`src/rtl/icache_tag_pkg.sv`:
```
`default_nettype none
// ============================================================================
// icache_tag_pkg : default sizes, flush FSM states and way-tag type
// Rev 1.0
// ============================================================================
package icache_tag_pkg;

  localparam int DEF_DATA_WIDTH = 24;
  localparam int DEF_ADDR_WIDTH = 4;
  localparam int DEF_NUM_WAYS   = 2;

  typedef enum logic [0:0] {
    IDLE  = 1'b0,
    FLUSH = 1'b1
  } state_t;

  typedef logic [DEF_DATA_WIDTH-1:0] way_tag_t;

endpackage
`default_nettype wire

```
`src/rtl/icache_tag_way.sv`:
```
`default_nettype none
// ============================================================================
// icache_tag_way : one way -- tag array, valid vector, optional parity (TAG_PARITY_EN)
// Rev 1.0
// ============================================================================
module icache_tag_way #(
  parameter int DATA_WIDTH = 24,
  parameter int ADDR_WIDTH = 4
) (
  input  logic                  clk,
  input  logic                  rst_n,
  input  logic                  wr_en,
  input  logic                  clr_en,
  input  logic [ADDR_WIDTH-1:0] waddr,
  input  logic [DATA_WIDTH-1:0] din,
  input  logic [ADDR_WIDTH-1:0] raddr,
  output logic [DATA_WIDTH-1:0] rtag,
`ifdef TAG_PARITY_EN
  output logic                  rperr,
`endif
  output logic                  rvalid
);

  localparam int RAM_DEPTH = 1 << ADDR_WIDTH;

  logic [DATA_WIDTH-1:0] tags [RAM_DEPTH];
  logic [RAM_DEPTH-1:0]  valid;

  // Tag storage is deliberately left unreset; only the valid bits matter.
  always_ff @(posedge clk) begin
    if (wr_en) tags[waddr] <= din;
  end

  always_ff @(posedge clk or negedge rst_n) begin
    if (!rst_n) begin
      valid <= '0;
    end else if (clr_en) begin
      valid[waddr] <= 1'b0;
    end else if (wr_en) begin
      valid[waddr] <= 1'b1;
    end
  end

  assign rtag   = tags[raddr];
  assign rvalid = valid[raddr];

`ifdef TAG_PARITY_EN
  logic par [RAM_DEPTH];

  always_ff @(posedge clk) begin
    if (wr_en) par[waddr] <= ^din;
  end

  // Only a valid entry can report an error; stale garbage is not a fault.
  assign rperr = valid[raddr] & ((^tags[raddr]) != par[raddr]);
`endif

endmodule
`default_nettype wire

```
`src/rtl/icache_tag_store.sv`:
```
`default_nettype none
// ============================================================================
// icache_tag_store : set-associative I-cache tag store with tag compare and
// background flush; optional per-way tag parity with macro TAG_PARITY_EN. Rev 1.0
// ============================================================================
module icache_tag_store
  import icache_tag_pkg::*;
#(
  parameter int DATA_WIDTH = DEF_DATA_WIDTH,
  parameter int ADDR_WIDTH = DEF_ADDR_WIDTH,
  parameter int NUM_WAYS   = DEF_NUM_WAYS
) (
  input  logic                           clk0,
  input  logic                           rst0_n,
  input  logic                           csb0,
  input  logic                           web0,
  input  logic [ADDR_WIDTH-1:0]          addr0,
  input  logic [NUM_WAYS-1:0]            wmask0,
  input  logic                           inv0,
  input  logic [DATA_WIDTH-1:0]          din0,
  input  logic                           flush0,
  output logic [NUM_WAYS*DATA_WIDTH-1:0] dout0,
  output logic [NUM_WAYS-1:0]            valid0,
  output logic [NUM_WAYS-1:0]            hit0,
`ifdef TAG_PARITY_EN
  output logic [NUM_WAYS-1:0]            perr0,
`endif
  output logic                           busy0
);

  state_t                        state, state_nxt;
  logic [ADDR_WIDTH-1:0]         cnt, cnt_nxt;
  logic                          access_ok, rd_req, wr_req, inv_req;
  logic [ADDR_WIDTH-1:0]         waddr;
  logic                          rd_pend;
  logic [ADDR_WIDTH-1:0]         raddr_q;
  logic [DATA_WIDTH-1:0]         cmp_q;
  logic [NUM_WAYS*DATA_WIDTH-1:0] rd_tags;
  logic [NUM_WAYS-1:0]           rd_valid, rd_hit, rd_perr;

  always_comb begin
    state_nxt = state;
    cnt_nxt   = cnt;
    busy0     = 1'b0;
    case (state)
      IDLE: begin
        if (flush0) state_nxt = FLUSH;
      end
      FLUSH: begin
        busy0   = 1'b1;
        cnt_nxt = cnt + ADDR_WIDTH'(1);
        if (cnt == '1) state_nxt = IDLE;
      end
      default: state_nxt = IDLE;
    endcase
  end

  // A flush request in the same cycle takes priority over any access.
  assign access_ok = (state == IDLE) && !flush0 && !csb0;
  assign rd_req    = access_ok && web0;
  assign wr_req    = access_ok && !web0 && !inv0;
  assign inv_req   = access_ok && !web0 && inv0;
  assign waddr     = (state == FLUSH) ? cnt : addr0;

  generate
    for (genvar w = 0; w < NUM_WAYS; w++) begin : g_way
      icache_tag_way #(
        .DATA_WIDTH (DATA_WIDTH),
        .ADDR_WIDTH (ADDR_WIDTH)
      ) u_way (
        .clk    (clk0),
        .rst_n  (rst0_n),
        .wr_en  (wr_req & wmask0[w]),
        .clr_en ((state == FLUSH) | (inv_req & wmask0[w])),
        .waddr  (waddr),
        .din    (din0),
        .raddr  (raddr_q),
        .rtag   (rd_tags[w*DATA_WIDTH +: DATA_WIDTH]),
`ifdef TAG_PARITY_EN
        .rperr  (rd_perr[w]),
`endif
        .rvalid (rd_valid[w])
      );

      assign rd_hit[w] = rd_valid[w] & ~rd_perr[w]
                       & (rd_tags[w*DATA_WIDTH +: DATA_WIDTH] == cmp_q);
    end
  endgenerate

`ifndef TAG_PARITY_EN
  assign rd_perr = '0;
`endif

  // Two-stage read: request captured first, array result registered next.
  always_ff @(posedge clk0 or negedge rst0_n) begin
    if (!rst0_n) begin
      state   <= IDLE;
      cnt     <= '0;
      rd_pend <= 1'b0;
      raddr_q <= '0;
      cmp_q   <= '0;
      dout0   <= '0;
      valid0  <= '0;
      hit0    <= '0;
`ifdef TAG_PARITY_EN
      perr0   <= '0;
`endif
    end else begin
      state   <= state_nxt;
      cnt     <= cnt_nxt;
      rd_pend <= rd_req;
      if (rd_req) begin
        raddr_q <= addr0;
        cmp_q   <= din0;
      end
      if (rd_pend) begin
        dout0  <= rd_tags;
        valid0 <= rd_valid;
        hit0   <= rd_hit;
`ifdef TAG_PARITY_EN
        perr0  <= rd_perr;
`endif
      end
    end
  end

endmodule
`default_nettype wire

```
`config.mk`:
```
export PLATFORM = sky130hd
export DESIGN_NAME = icache_tag_store
export DESIGN_NICKNAME = d
export VERILOG_FILES = /design/src/rtl/icache_tag_pkg.sv /design/src/rtl/icache_tag_way.sv /design/src/rtl/icache_tag_store.sv
export SDC_FILE = /design/constraint.sdc
export NUM_CORES = 1
export LEC_CHECK = 0
export CAP_MARGIN = 20
export CORE_ASPECT_RATIO = 0.6
export CORE_MARGIN = 5
export CORE_UTILIZATION = 66
export CTS_BUF_LIST = sky130_fd_sc_hd__clkbuf_16
export CTS_CLUSTER_SIZE = 10
export DETAILED_ROUTE_END_ITERATION = 16
export PLACE_DENSITY_LB_ADDON = 0.08
export SLEW_MARGIN = 30
export SYNTH_ARGS = -nofsm -noshare
export SYNTH_HDL_FRONTEND = slang
export SYNTH_SLANG_ARGS = --single-unit
```
`constraint.sdc`:
```
create_clock -name clk0 -period 5.7 [get_ports clk0]
set_clock_uncertainty 0.15 [all_clocks]
set_input_delay 0.855 -clock clk0 [delete_from_list [all_inputs] [get_ports clk0]]
set_output_delay 0.855 -clock clk0 [all_outputs]
set_load 0.05 [all_outputs]
```
==> results of run 1 <==
==> synth_stat cells (2+ instances only) <==
cell type | instances | area share
a2111oi_1 | 2 | 0.00058
a21oi_1 | 9 | 0.0013
a221o_1 | 3 | 0.00086
a221oi_1 | 10 | 0.0025
a22oi_1 | 8 | 0.0017
a31oi_1 | 4 | 0.00072
and2_1 | 2 | 0.00036
and3_1 | 2 | 0.00036
buf_1 | 8 | 0.00086
buf_12 | 2 | 0.0012
buf_2 | 17 | 0.0024
buf_4 | 6 | 0.0013
buf_6 | 12 | 0.0039
buf_8 | 2 | 0.00086
clkbuf_1 | 35 | 0.0038
dfrtp_1 | 118 | 0.085
edfxtp_1 | 768 | 0.66
inv_1 | 29 | 0.0031
mux2_2 | 66 | 0.021
mux2i_1 | 87 | 0.025
mux4_2 | 200 | 0.13
nand2_1 | 50 | 0.0054
nand2b_1 | 7 | 0.0013
nand3_1 | 15 | 0.0022
nand4_1 | 6 | 0.0011
nor2_1 | 59 | 0.0064
nor2b_1 | 6 | 0.0011
nor3_1 | 3 | 0.00043
nor3b_1 | 2 | 0.00043
nor4_1 | 5 | 0.00090
o21ai_0 | 19 | 0.0027
o22a_1 | 33 | 0.0083
o22ai_1 | 4 | 0.00072
o31ai_1 | 5 | 0.0011
o32ai_1 | 6 | 0.0015
or3_1 | 2 | 0.00036
xnor2_1 | 23 | 0.0058
xor2_1 | 26 | 0.0066
==> layout by cell type (no fill, tap or decap), types with 4 or more instances in the layout <==
| cell type | count |
|---|---|
| nor2_4 | 32 |
| o21ai_0 | 19 |
| dfrtp_1 | 112 |
| buf_12 | 6 |
| a221oi_1 | 9 |
| buf_4 | 27 |
| mux2_2 | 66 |
| o22a_1 | 33 |
| nor4_1 | 5 |
| nor2_1 | 27 |
| clkbuf_16 | 101 |
| a22oi_1 | 8 |
| a21oi_1 | 9 |
| o32ai_2 | 4 |
| mux2i_1 | 87 |
| nand2b_1 | 7 |
| nand3_1 | 13 |
| nor2b_1 | 6 |
| nand2_1 | 50 |
| o22ai_1 | 4 |
| edfxtp_1 | 768 |
| inv_1 | 106 |
| xor2_1 | 26 |
| mux4_2 | 200 |
| buf_2 | 20 |
| clkdlybuf4s50_1 | 66 |
| xnor2_1 | 23 |
| o31ai_1 | 4 |
| nand4_1 | 6 |
==> worst paths after layout <==
kind                             end  slack [ns]  depth (start not counted)
min reg2reg                flip-flop        0.36                          1
min in group clk0          flip-flop        0.36                          1
max                          hit0[0]        1.83                          7
min                        dout0[42]        0.03                          1
max reg2reg                  hit0[0]        1.83                          7
max in group asynchronous  dout0[31]        4.25                          2
==> final cells by class <==
| class | count | area [um^2] |
|---|---|---|
| Sequential cell | 886 | 26000 |
| Fill cell | 2860 | 12800 |
| Multi-Input combinational cell | 675 | 8440 |
| Clock buffer | 101 | 2530 |
| Timing Repair Buffer | 121 | 1110 |
| Tap cell | 703 | 880 |
| Clock inverter | 83 | 384 |
| Inverter | 29 | 110 |
==> per-stage QoR <==
step | instances | hold WS [ns]
after floorplan | 1672 | 0.326
after global placement | 2414 | 0.336
after detailed placement | 2414 | 0.343
after CTS | 2598 | 0.0341
after global routing | 2598 | 0.0641
final | 2598 | 0.0345
==> cells by family after synthesis <==
group | after synthesis | synth area share
AO/OA/AOI/OAI | 110 | 0.0239
multiplexers | 353 | 0.176
flip-flops | 886 | 0.749
XOR/XNOR | 49 | 0.0124
AND/OR/NAND/NOR | 162 | 0.0209
adder cells (fa/ha/maj) | 1 | 0.000360
buffers and inverters | 111 | 0.0174
==> worst max-delay path, cell delays in order, from the launching register on <==
cell	delay, ns
dfrtp_4	0.93
buf_12	0.34
mux4_2	0.65
mux4_2	0.58
xor2_1	0.18
nor4_1	0.48
nand3_1	0.17
o32ai_2	0.22
==> flip-flops by register name (all words and copies together) (netlist names), named ones only <==
| register | count |
|---|---|
| cmp_q | 24 |
| cnt | 4 |
| dout0 | 48 |
| g_way.u_way.tags | 768 |
| hit0 | 2 |
| raddr_q | 4 |
| rd_pend | 1 |
| state | 1 |
| valid0 | 2 |
==> routing by layer <==
metal,part of all wire,routed length (um),vias to the layer above
met2,0.42,39100,1333
met1,0.40,37900,9567
met3,0.16,15100,141
met5,0,0,-
li1,-,-,7119
met4,0.020,1870,0
==> power by group <==
| group | switching, mW | total (mW) | internal [mW] |
|---|---|---|---|
| combinational | 4.04 | 6.66 | 2.62 |
| sequential | 0.565 | 7.92 | 7.35 |
| clock | 2.47 | 5.69 | 3.22 |
| total | 7.07 | 20.3 | 13.2 |
==> results.toml, run 1 <==
[status]
status = "finished, final reports clean"

[sta]
fin_crit_sh = 0.679
setup_viol = 0
timing.fmax_mhz = 258
worst_pin_slew_ns = 1.11
maxSlewHeadroom = 0.258
fin_tns_setup_ns = 0
drv_slew = 0
grt_setup_unrepaired = "no"
min_period_ns = 3.87
worst_slack_ns = 1.83
final_hold_viol_count = 0

[final_layout]
nNetsFinal = 1848
area_delta_synth_final_pct = 13.7
post-route-util = 0.755
finalInstanceArea_um2 = 39500
layout-drive-gt1-share = 0.252
n_antenna_cell = 0

[pwr]
pwr_density_cell_nw_per_um2 = 513
irDropWorstVdd_uv = 436
power.leakage_nw = 13.4
total_power_mw = 20.3

[clock_tree]
post_cts_resize_count = 0
cts_setup_buffers = 0
clock-sinks = 886
htreeDepth = 3
cts_max_path_buffers = 3
clkLatencyLatePin_ns = 0.64
cts_root_buffer = "clkbuf_16"
cts_tree = "done"
numCtsBuffers = 98
postCtsHoldBufs = 0
clk_pin_slew_worst_paths_ns = 0.06

[detailed_routing]
routed_wl_mm = 94.0
antenna_left = 0
via_count = 18200
first_iter_violations = 2786
routed_via_density = 6.99
firstDrtPassIters = 6
wire_per_inst_um = 36.2
drc = 0

[global_route]
met3_usage = 0.123
grt_usage = 0.332
grt_antenna_before_repair = 4
grt_max_degree = 68
gr-total-overflow = 0
met1_usage = 0.545
grt_use_met2 = 0.440
grt.busiest_layer = "met1"
grt_pass1_wl_mm = 134
grt_pass1_vias = 17700

[synth]
syn_area_um2 = 34700
synth_edf_count = 768
synthArstFlopShare = 0.133
syn_nets = 1709
synth_ff_type = "edfxtp_1"
ys_types = 49
netlist_instances = 1672
avgSynthCellArea_um2 = 20.8
yosys_warnings = 0
synth_seq_area_share = 0.749
synth-seq-cells = 886

[critical_path]
required_ns = 6.09
end_kind = "flip-flop"
path_class = "reg -> reg"
critPathLaunch = "raddr_q[0]"
crit_arrival_ns = 4.26
cp-start-kind = "flip-flop"
r2r-start = "raddr_q[0]"
crit_fanout = 34

[placed_design]
placed_cell_area_um2 = 36500
gp_congestion = 0.912
placement.io_buffers = 88
dp_slack_ns = 1.37
dpl.hpwl_mm = 58.0

[floorplanning]
die_y_um = 188
design.core.area_um2 = 52300
row_count = 65
start_util = 0.664
ios = 89
die-area_um2 = 57500
die_x_um = 306

[worst_hold_path]
hold_path.class = "in -> async"

[run]
max_cap_viol_count = 0
(Power assumes the default switching activity.)
==> run 2, diff against run 1 <==
Settings changed: CORE_UTILIZATION 66 to 55.
Clock period 5.7 ns to 3.2 ns, I/O delays scaled along.
==> run 2 against run 1 <==
  * Routed wire length grew 1.4%
  * First-iteration DRC count shrank 6.5%
  * Sequential cell count is the same
  * Critical path depth grew 4
  * Non-clock buffer count grew 170
  * Global-route usage shrank 4.9 points
  * Hold slack gained 0.14 ns
  * Sequential share of layout area shrank 3.8 points
  * Power grew 83%
  * Die area grew 19%
  * Maximum frequency grew 23%
  * Setup slack lost 1.8 ns
  * Critical path type unchanged
  * Largest cell class unchanged
==> results.toml, run 2 (same netlist as run 1, synthesis figures left out) <==
[status]
status = "finished, final reports clean"

[floorplanning]
start_util = 0.555
row_count = 71
design.core.area_um2 = 62600
die_y_um = 205
die-area_um2 = 68400
die_x_um = 334
ios = 89

[global_route]
grt_max_degree = 49
gr-total-overflow = 0
grt_pass1_wl_mm = 136
grt_usage = 0.283
grt_antenna_before_repair = 3
grt_pass1_vias = 18400

[detailed_routing]
routed_wl_mm = 95.3
drc = 0
via_count = 18500
routed_via_density = 6.40
first_iter_violations = 2604
antenna_left = 0
wire_per_inst_um = 33.0
firstDrtPassIters = 5

[pwr]
pwr_density_cell_nw_per_um2 = 883
total_power_mw = 37.0
p_sw_frac = 0.331
p_clk_frac = 0.269
p_comb_frac = 0.360
switchingPower_mw = 12.2
power.leakage_nw = 14.4
irDropWorstVdd_uv = 502
seqPwrFrac = 0.371
intPower_mw = 24.8

[sta]
worst_pin_slew_ns = 0.957
maxSlewHeadroom = 0.360
fin_crit_sh = 0.982
min_period_ns = 3.14
grt_setup_unrepaired = "yes"
timing.fmax_mhz = 318
setup_viol = 0
drv_slew = 0
hold_ws_ns = 0.172
final_hold_viol_count = 0

[clock_tree]
cts_tree = "done"
cts_root_buffer = "clkbuf_16"
numCtsBuffers = 98
clock-sinks = 886
htreeDepth = 3
clkLatencyLatePin_ns = 0.65
clk_pin_slew_worst_paths_ns = 0.07
cts_max_path_buffers = 3

[critical_path]
crit_fanout = 9
cp-start-kind = "flip-flop"
rr_endpoint = "hit0[1]"
r2r_setup_slack_ns = 0.06
required_ns = 3.60
crit_arrival_ns = 3.55
path_class = "reg -> reg"
reg2reg_depth = 11
end_kind = "flip-flop"
r2r-start = "raddr_q[0]"

[placed_design]
placement.io_buffers = 88
gp_congestion = 0.865
dpl.hpwl_mm = 59.5
dp_cells = 2709

[final_layout]
area_delta_synth_final_pct = 20.7
post-route-util = 0.669
final_cell_mix = "edfxtp_1, mux4_2, buf_4, dfrtp_1, clkbuf_16"
final_common_cell = "edfxtp_1"
largest_register_ffs = 768
reg.largest.list = "g_way.u_way.tags: 768 flops, dout0: 48 flops, cmp_q: 24 flops"
finalNonFillerCells = 2884
nNetsFinal = 2018
largest_register = "g_way.u_way.tags"
layout-drive-gt1-share = 0.315

[worst_hold_path]
hold_path.class = "in -> reg"
min_from = "din0[20]"
whs_endpoint = "g_way[1].u_way.tags[4][20]"
hold_depth = 1

[run]
max_cap_viol_count = 0
run 2: cell types whose count changed in the layout (fill, tap and decap cells not counted), moves of 3 or more:
cell and delta:
inv_1 -20, nor4_1 -4, buf_16 +3, o21ai_0 -3, buf_4 +94, buf_2 -12
clkdlybuf4s50_1 +13, xor2_1 -3, buf_12 +67, o32ai_2 -3, o32ai_1 +3
run 2: critical path, cell delays in order (launching register included):
cell,delay [ns]
dfrtp_4,0.45
buf_12,0.14
buf_12,0.17
buf_16,0.16
buf_12,0.13
mux4_2,0.48
mux4_2,0.53
xor2_1,0.17
nor2_1,0.12
buf_4,0.14
nand4_1,0.10
o31ai_1,0.28
run 2: stage by stage:
stage                     setup slack [ns]  setup TNS [ns]  instance area [um^2]
after CTS                          0.00660               0                 41800
after global routing              -0.00166        -0.00166                 41900
after floorplan                     0.0832               0                 34700
after global placement              -0.219          -0.219                 38800
after detailed placement            -0.254          -0.260                 38800
final                               0.0571               0                 41900
run 2: power groups by stage:
stage	registers, mW	clock network, mW	logic [mW]
after floorplan	14.6	0	6.73
after global placement	13.9	0	12.4
after detailed placement	14.0	0	12.5
after CTS	13.7	10.1	13.1
after global routing	13.8	10.6	13.9
final	13.7	9.95	13.3
run 2: how the worst max path moves through the flow:
stage	start	slack (ns)	to
final	raddr_q[0]	0.06	hit0[1]
after global routing	raddr_q[0]	-0.002	hit0[0]
after CTS	raddr_q[0]	0.007	hit0[1]
after detailed placement	raddr_q[0]	-0.25	hit0[0]
after global placement	raddr_q[0]	-0.22	hit0[0]
after floorplan	state	0.08	g_way[1].u_way.tags[11][0]
run 2: layer usage:
layer,vias to the layer above,GRT usage,share of wire
li1,7477,-,-
met1,9814,0.444,0.43
met2,1019,0.415,0.45
met3,159,0.0636,0.10
met4,0,0.0630,0.022
met5,-,0,0
run 2: what timing repair did:
action | CTS | global route
gates resized for setup | 18 | 17
setup buffers | 6 | 2
hold buffers | 1 | 0
endpoints found under the setup margin | 2 | 2
gates cloned | 2 | 1
hold endpoints to repair | 46 | 0
pin swaps | 6 | 6
run 2: layout make-up:
cell class | instances | area (um^2)
inverter | 29 | 110
sequential | 886 | 26000
fill | 4039 | 20700
antenna | 1 | 2.50
multi-input combinational | 675 | 8540
tap | 839 | 1050
clock buffer | 99 | 2480
clock inverter | 64 | 318
timing repair buffer | 291 | 3400
